File: config.mk
export PLATFORM = sky130hd
export DESIGN_NAME = decryption_input_demux
export DESIGN_NICKNAME = d
export VERILOG_FILES = /design/src/rtl/decryption_input_demux.sv
export SDC_FILE = /design/constraint.sdc
export NUM_CORES = 1
export LEC_CHECK = 0
export ABC_AREA = 1
export BUFFER_PORTS_ARGS = -buffer_cell sky130_fd_sc_hd__buf_2
export CORE_MARGIN = 2
export CORE_UTILIZATION = 63
export CTS_BUF_LIST = sky130_fd_sc_hd__clkbuf_8
export DETAILED_ROUTE_END_ITERATION = 7
export PLACE_DENSITY = 0.92
export SETUP_SLACK_MARGIN = 0.4
export SYNTH_ARGS = -nofsm -noshare
export SYNTH_HDL_FRONTEND = slang
export SYNTH_SLANG_ARGS = --single-unit
File: constraint.sdc
create_clock -name clk -period 5.71 [get_ports clk]
set_clock_uncertainty 0.05 [all_clocks]
set_input_delay 1.142 -clock clk [delete_from_list [all_inputs] [get_ports clk]]
set_output_delay 1.142 -clock clk [all_outputs]
set_load 0.02 [all_outputs]
File: src/rtl/decryption_input_demux.sv
// decryption_input_demux: buffers an encrypted character stream in a small FIFO
// and routes each END_CHAR-terminated message to the cipher engine picked by the
// select input, which is sampled on the first character of each message.
module decryption_input_demux #(
   parameter int                 D_WIDTH    = 8,
   parameter int                 REG_WIDTH  = 16,
   parameter int                 FIFO_DEPTH = 4,
   parameter logic [D_WIDTH-1:0] END_CHAR   = 8'hFA
) (
   input  logic                 clk,
   input  logic                 rst_n,
   input  logic [D_WIDTH-1:0]   data_i,
   input  logic                 valid_i,
   output logic                 ready_o,
   input  logic [REG_WIDTH-1:0] select_i,
   input  logic                 busy_caesar_i,
   input  logic                 busy_scyt_i,
   input  logic                 busy_zz_i,
   output logic [D_WIDTH-1:0]   data_o,
   output logic                 valid_caesar_o,
   output logic                 valid_scyt_o,
   output logic                 valid_zz_o,
   output logic                 err_o
);

   localparam int PTR_W = $clog2(FIFO_DEPTH);
   localparam int CNT_W = PTR_W + 1;

   localparam logic [1:0] SEL_CAESAR  = 2'd0;
   localparam logic [1:0] SEL_SCYT    = 2'd1;
   localparam logic [1:0] SEL_ZZ      = 2'd2;
   localparam logic [1:0] SEL_INVALID = 2'd3;

   typedef enum logic [1:0] {
      ST_IDLE,
      ST_ROUTE,
      ST_DRAIN,
      ST_DROP
   } state_e;

   state_e             state_q, state_d;
   logic [1:0]         sel_q, sel_d;
   logic               init_q;
   logic               err_q, err_d;

   logic [D_WIDTH-1:0] mem [FIFO_DEPTH];
   logic [PTR_W-1:0]   wr_ptr_q, rd_ptr_q;
   logic [CNT_W-1:0]   count_q;

   logic [D_WIDTH-1:0] data_q;
   logic               valid_caesar_q, valid_scyt_q, valid_zz_q;

   logic               fifo_full, fifo_empty;
   logic [D_WIDTH-1:0] head;
   logic               busy_sel;
   logic               accept, push, pop;

   // Only the two low select bits carry meaning.
   logic               unused_select;
   assign unused_select = ^select_i[REG_WIDTH-1:2];

   assign fifo_full  = (count_q == CNT_W'(FIFO_DEPTH));
   assign fifo_empty = (count_q == '0);
   assign head       = mem[rd_ptr_q];
   assign accept     = valid_i && ready_o;

   // Back-pressure from whichever engine owns the current message; the invalid
   // code never issues (its FIFO is always empty anyway).
   always_comb begin
      unique case (sel_q)
         SEL_CAESAR: busy_sel = busy_caesar_i;
         SEL_SCYT:   busy_sel = busy_scyt_i;
         SEL_ZZ:     busy_sel = busy_zz_i;
         default:    busy_sel = 1'b1;
      endcase
   end

   assign pop = !fifo_empty && !busy_sel;

   // ready_o: held low in reset and until the first clock after release.
   always_comb begin
      unique case (state_q)
         ST_IDLE, ST_ROUTE: ready_o = init_q && !fifo_full;
         ST_DROP:           ready_o = init_q;
         default:           ready_o = 1'b0;
      endcase
   end

   // Next-state, select capture, push and error decisions.
   always_comb begin
      // NOTE: every signal gets a default first so no path leaves one unassigned
      // (which would infer a latch).
      state_d = state_q;
      sel_d   = sel_q;
      push    = 1'b0;
      err_d   = 1'b0;
      unique case (state_q)
         ST_IDLE: begin
            if (accept) begin
               if (select_i[1:0] == SEL_INVALID) begin
                  sel_d   = SEL_INVALID;
                  err_d   = 1'b1;
                  state_d = (data_i == END_CHAR) ? ST_IDLE : ST_DROP;
               end else begin
                  sel_d   = select_i[1:0];
                  push    = 1'b1;
                  state_d = (data_i == END_CHAR) ? ST_DRAIN : ST_ROUTE;
               end
            end
         end
         ST_ROUTE: begin
            if (accept) begin
               push = 1'b1;
               if (data_i == END_CHAR) state_d = ST_DRAIN;
            end
         end
         ST_DRAIN: begin
            if (pop && head == END_CHAR) state_d = ST_IDLE;
         end
         ST_DROP: begin
            if (accept && data_i == END_CHAR) state_d = ST_IDLE;
         end
         default: state_d = ST_IDLE;
      endcase
   end

   // Control state, FIFO pointers/occupancy and registered outputs.
   always_ff @(posedge clk or negedge rst_n) begin
      if (!rst_n) begin
         state_q        <= ST_IDLE;
         sel_q          <= SEL_CAESAR;
         init_q         <= 1'b0;
         err_q          <= 1'b0;
         wr_ptr_q       <= '0;
         rd_ptr_q       <= '0;
         count_q        <= '0;
         data_q         <= '0;
         valid_caesar_q <= 1'b0;
         valid_scyt_q   <= 1'b0;
         valid_zz_q     <= 1'b0;
      end else begin
         // NOTE: non-blocking assignments so every register samples pre-edge values.
         state_q  <= state_d;
         sel_q    <= sel_d;
         init_q   <= 1'b1;
         err_q    <= err_d;
         if (push) wr_ptr_q <= wr_ptr_q + PTR_W'(1);
         if (pop)  rd_ptr_q <= rd_ptr_q + PTR_W'(1);
         if (push && !pop)      count_q <= count_q + CNT_W'(1);
         else if (pop && !push) count_q <= count_q - CNT_W'(1);
         if (pop) data_q <= head;
         valid_caesar_q <= pop && (sel_q == SEL_CAESAR);
         valid_scyt_q   <= pop && (sel_q == SEL_SCYT);
         valid_zz_q     <= pop && (sel_q == SEL_ZZ);
      end
   end

   // FIFO storage.
   // NOTE: the storage array has no reset; occupancy and pointers alone decide
   // what is valid, so stale contents are never read.
   always_ff @(posedge clk) begin
      if (push) mem[wr_ptr_q] <= data_i;
   end

   assign data_o         = data_q;
   assign valid_caesar_o = valid_caesar_q;
   assign valid_scyt_o   = valid_scyt_q;
   assign valid_zz_o     = valid_zz_q;
   assign err_o          = err_q;

endmodule

==> summary by stage <==
Run status
The run finished with clean final reports.

Global route
The total global routing overflow is 0. Entering global routing, the biggest net connects 25 pins. For this run, global-route usage on met3 was measured as 5.36%. Global routing used 32.1% of the available met2 tracks. The global routing usage on met1 is 31.0%. The global-route wire length before repair is 7.31 mm. The total routing resource utilization after global routing is between 20% and 30%. met2 is the most crowded layer. The number of global-route vias before repair is 1582. The number of antenna violations at the first check in global routing is 0.

Worst setup path
STA classifies the critical path startpoint as an input pin. The nature of the critical path endpoint is a register. The cell repeated most along the worst path is nand2_1. The signal on the critical path passes through buf_2, nand3_1, nand2_1, nor2_1, nand2_1, ha_1, inv_1, fa_1, a21oi_1, o21ai_0, xnor2_1.

The worst reg-to-reg path cell count is 9. The setup path with the least slack is of type in2reg. The required arrival time at the worst endpoint is 5.86 ns.

The critical path data arrival time is 2.86 ns. Of all nets on the critical path, the largest fanout is 15. The peak per-stage delay on the critical path is 0.38 ns. The register-to-register path setup slack is 3.32 ns.

The startpoint identified for the worst register-to-register timing path is count_q[0]. The worst flop-to-flop path endpoint is count_q[2]. For this design, the slowest cell found on the critical path is nand2_1.

Place
The routability-driven placement congestion ratio is 0.821. The HPWL after detailed placement is 3.30 mm. Including well taps, the total number of placed cells is 334. OpenSTA, run right after detailed placement, puts the worst setup slack at 2.69 ns. During placement, the flow inserted port buffers numbering 28.

STA
For the pin with the worst max-slew slack, the measured transition is 0.741 ns. The worst slew slack as a fraction of its limit is between 50% and 60%. Setup repair after global routing left no endpoint under its margin.

The clock period could shrink to 2.71 ns. Setup slack on the critical path of the routed design comes to 3.00 ns. The post-route fraction of the period consumed by the critical path is 47.4%. The maximum clock frequency is 370 MHz. The number of setup violations in the final report is 0.

The count of final hold-check violations is 0. The final number of max-transition violations is 0. Summed over all failing endpoints, the final setup total negative slack is 0 ns.

Routing
For this run, the detailed router's first-pass iteration total came to 5. The number of DRC markers after the initial detailed-route iteration is 143. The sum of routed wire length over all layers is approximately 4.5 mm. The final routed DRC violation total is 0. For this block, the via count after detailed routing is 1808. The post-route antenna net violation count is 0. The routed wire length per instance is 13.3 um.

The per-cell via count in the routed design is 5.29.

Logic synthesis
The number of different library cells in the post-synthesis netlist is 31. The synthesized instance count is 261. By area the synthesized netlist is led by edfxtp_1, dfrtp_1, nand2_1.

The post-synth design cell area is 0.00264 mm2. The sequential area share after synthesis is about 60%. In this run, synthesis produced a sequential element count of 56. The number of synthesis warnings is 0. Averaged over all synthesized cells, the footprint is between 10 and 15 um2. The library cell occupying the most area in the post-synthesis netlist is edfxtp_1. The share of the synthesized area in the top cell type is 36.4%. The number of nets in the synthesized netlist is 297.

Floorplanning
Once the floorplan was initialized, standard cells occupied about two thirds of the core. In this run the horizontal extent of the chip is 68.8 um. The height of the chip is about 70 um. The I/O pin total is 43. After floorplanning, the core was sized to cover 0.00403 mm2. In this run the core area contains 23 standard-cell rows. The floorplan step defined a die boundary enclosing 0.00473 mm2.

Hold path
The worst hold path begins at data_o[1]. The worst hold path belongs to the class reg2reg. The worst hold path passes through 2 cells. For hold timing, the worst endpoint is data_o[1].

Finish
The share of post-route cells with drive strength above 1 is about 22%. At the end of the flow, the number of nets in the layout was roughly 330. The synthesis-to-layout area growth is 8.86%.

The number of antenna diodes is 0. The finished layout holds 342 standard cells, fillers aside.

Clock network
After clock tree synthesis, the clock-pin slew on the worst setup and hold paths is 0.10 ns. The total number of H-tree levels is 2. The number of CTS-inserted buffers is 5. The clock sink count is 56. The maximum clock insertion buffer count is 2. The number of hold buffers added after cts is 0. Gates resized during post-CTS repair numbered 0.

The root buffer cell chosen for the clock tree is clkbuf_8. The clock tree from TritonCTS is yes. The number of setup buffers added after CTS is 0. At the later pin of the worst-skew pair, clock insertion delay measures 0.31 ns.

Pwr
The largest voltage drop on the vdd net is 178 uV. The leakage component of the power is 1.36 nW. In this run the power density over the cells is 227 mW/mm2.

Flow run
Max-cap violations in this run came to 0.
## state kept, by name, indices dropped and copies added, names as in the netlist
signal	flops
mem	32
data_o	8
count_q	3
rd_ptr_q	2
sel_q	2
state_q	2
wr_ptr_q	2
err_o	1
init_q	1
valid_caesar_o	1
valid_scyt_o	1
valid_zz_o	1
## power breakdown
group | total [mW] | switching (mW) | internal (mW) | leakage (nW)
clock network | 0.213 | 0.128 | 0.0853 | 0.0421
registers | 0.428 | 0.000244 | 0.428 | 0.594
logic | 0.0127 | 0.00847 | 0.00420 | 0.722
## cell type report
cell class	instances	area, um2
flip-flops and latches	56	1560
inverters	42	165
repair buffers	28	140
multi-input cells	158	860
clock inverters	3	17.5
fillers	286	1150
clock buffers	5	68.8
well taps	50	62.6
## cells in the mapped netlist, drive strengths merged
library cell,instances
a21oi,3
o21bai,1
nor3,5
o21ai,9
nor2,29
nand3,23
a21boi,1
dfrtp,24
edfxtp,32
fa,1
clkinv,1
xnor2,2
ha,5
inv,41
a31oi,4
nand4,3
nand2,68
buf,5
conb,1
xor2,3
## routing by layer
metal / part of all wire (%) / wire, um / up-vias
met1: 43 / 1960 / 831
met2: 46 / 2100 / 71
met5: 0 / 0 / -
met4: 3.2 / 144 / 0
li1: - / - / 891
met3: 7.4 / 335 / 15
## worst max-delay path: cells and delay by family
kind                     cells  cell delay [ns]
XOR/XNOR                     1             0.14
AND/OR/NAND/NOR              4             0.56
buffers and inverters        2             0.14
AO/OA/AOI/OAI                2             0.25
adder cells (fa/ha/maj)      2             0.62
## metrics by stage
step | hold WS, ns | utilization, % | total power [mW] | instance area, um2
6_report | 0.442 | 71.4 | 0.654 | 2880
2_1_floorplan | 0.418 | - | 0.438 | 2640
3_3_place_gp | 0.411 | 69.2 | 0.449 | 2790
3_5_place_dp | 0.424 | 69.2 | 0.450 | 2790
5_1_grt | 0.474 | 71.4 | 0.674 | 2880
4_1_cts | 0.446 | 71.4 | 0.658 | 2880
## how the worst max path moves through the flow
stage / start / end / slack (ns) / cells past startpoint
after floorplan: busy_scyt_i / count_q[2] / 2.97 / 11
after global placement: busy_scyt_i / count_q[2] / 2.74 / 11
after detailed placement: busy_scyt_i / count_q[2] / 2.69 / 11
after CTS: busy_scyt_i / count_q[2] / 3.02 / 11
after global routing: busy_zz_i / count_q[2] / 2.89 / 11
final: busy_scyt_i / count_q[2] / 3.00 / 11
## layout by cell type, fill, tap and decap left out, types with 5 or more instances in the layout
cell      count
dfrtp_1      24
nand2_1      54
nand2_2      11
edfxtp_1     32
inv_1        37
nor2_1       25
nor3_1        5
nand3_2       7
o21ai_0       9
buf_2        28
clkbuf_8      5
ha_1          5
nand3_1      16
## cells by family (layout without fill, tap and decap cells)
group,after synthesis,count (layout),synth area share [%]
buffers and inverters,47,78,8.34
other,1,1,0.142
AND/OR/NAND/NOR,128,128,23.8
flip-flops,56,56,59.1
AO/OA/AOI/OAI,18,18,3.79
XOR/XNOR,5,5,1.66
adder cells (fa/ha/maj),6,6,3.13
Power figures use the tool's default switching activity.
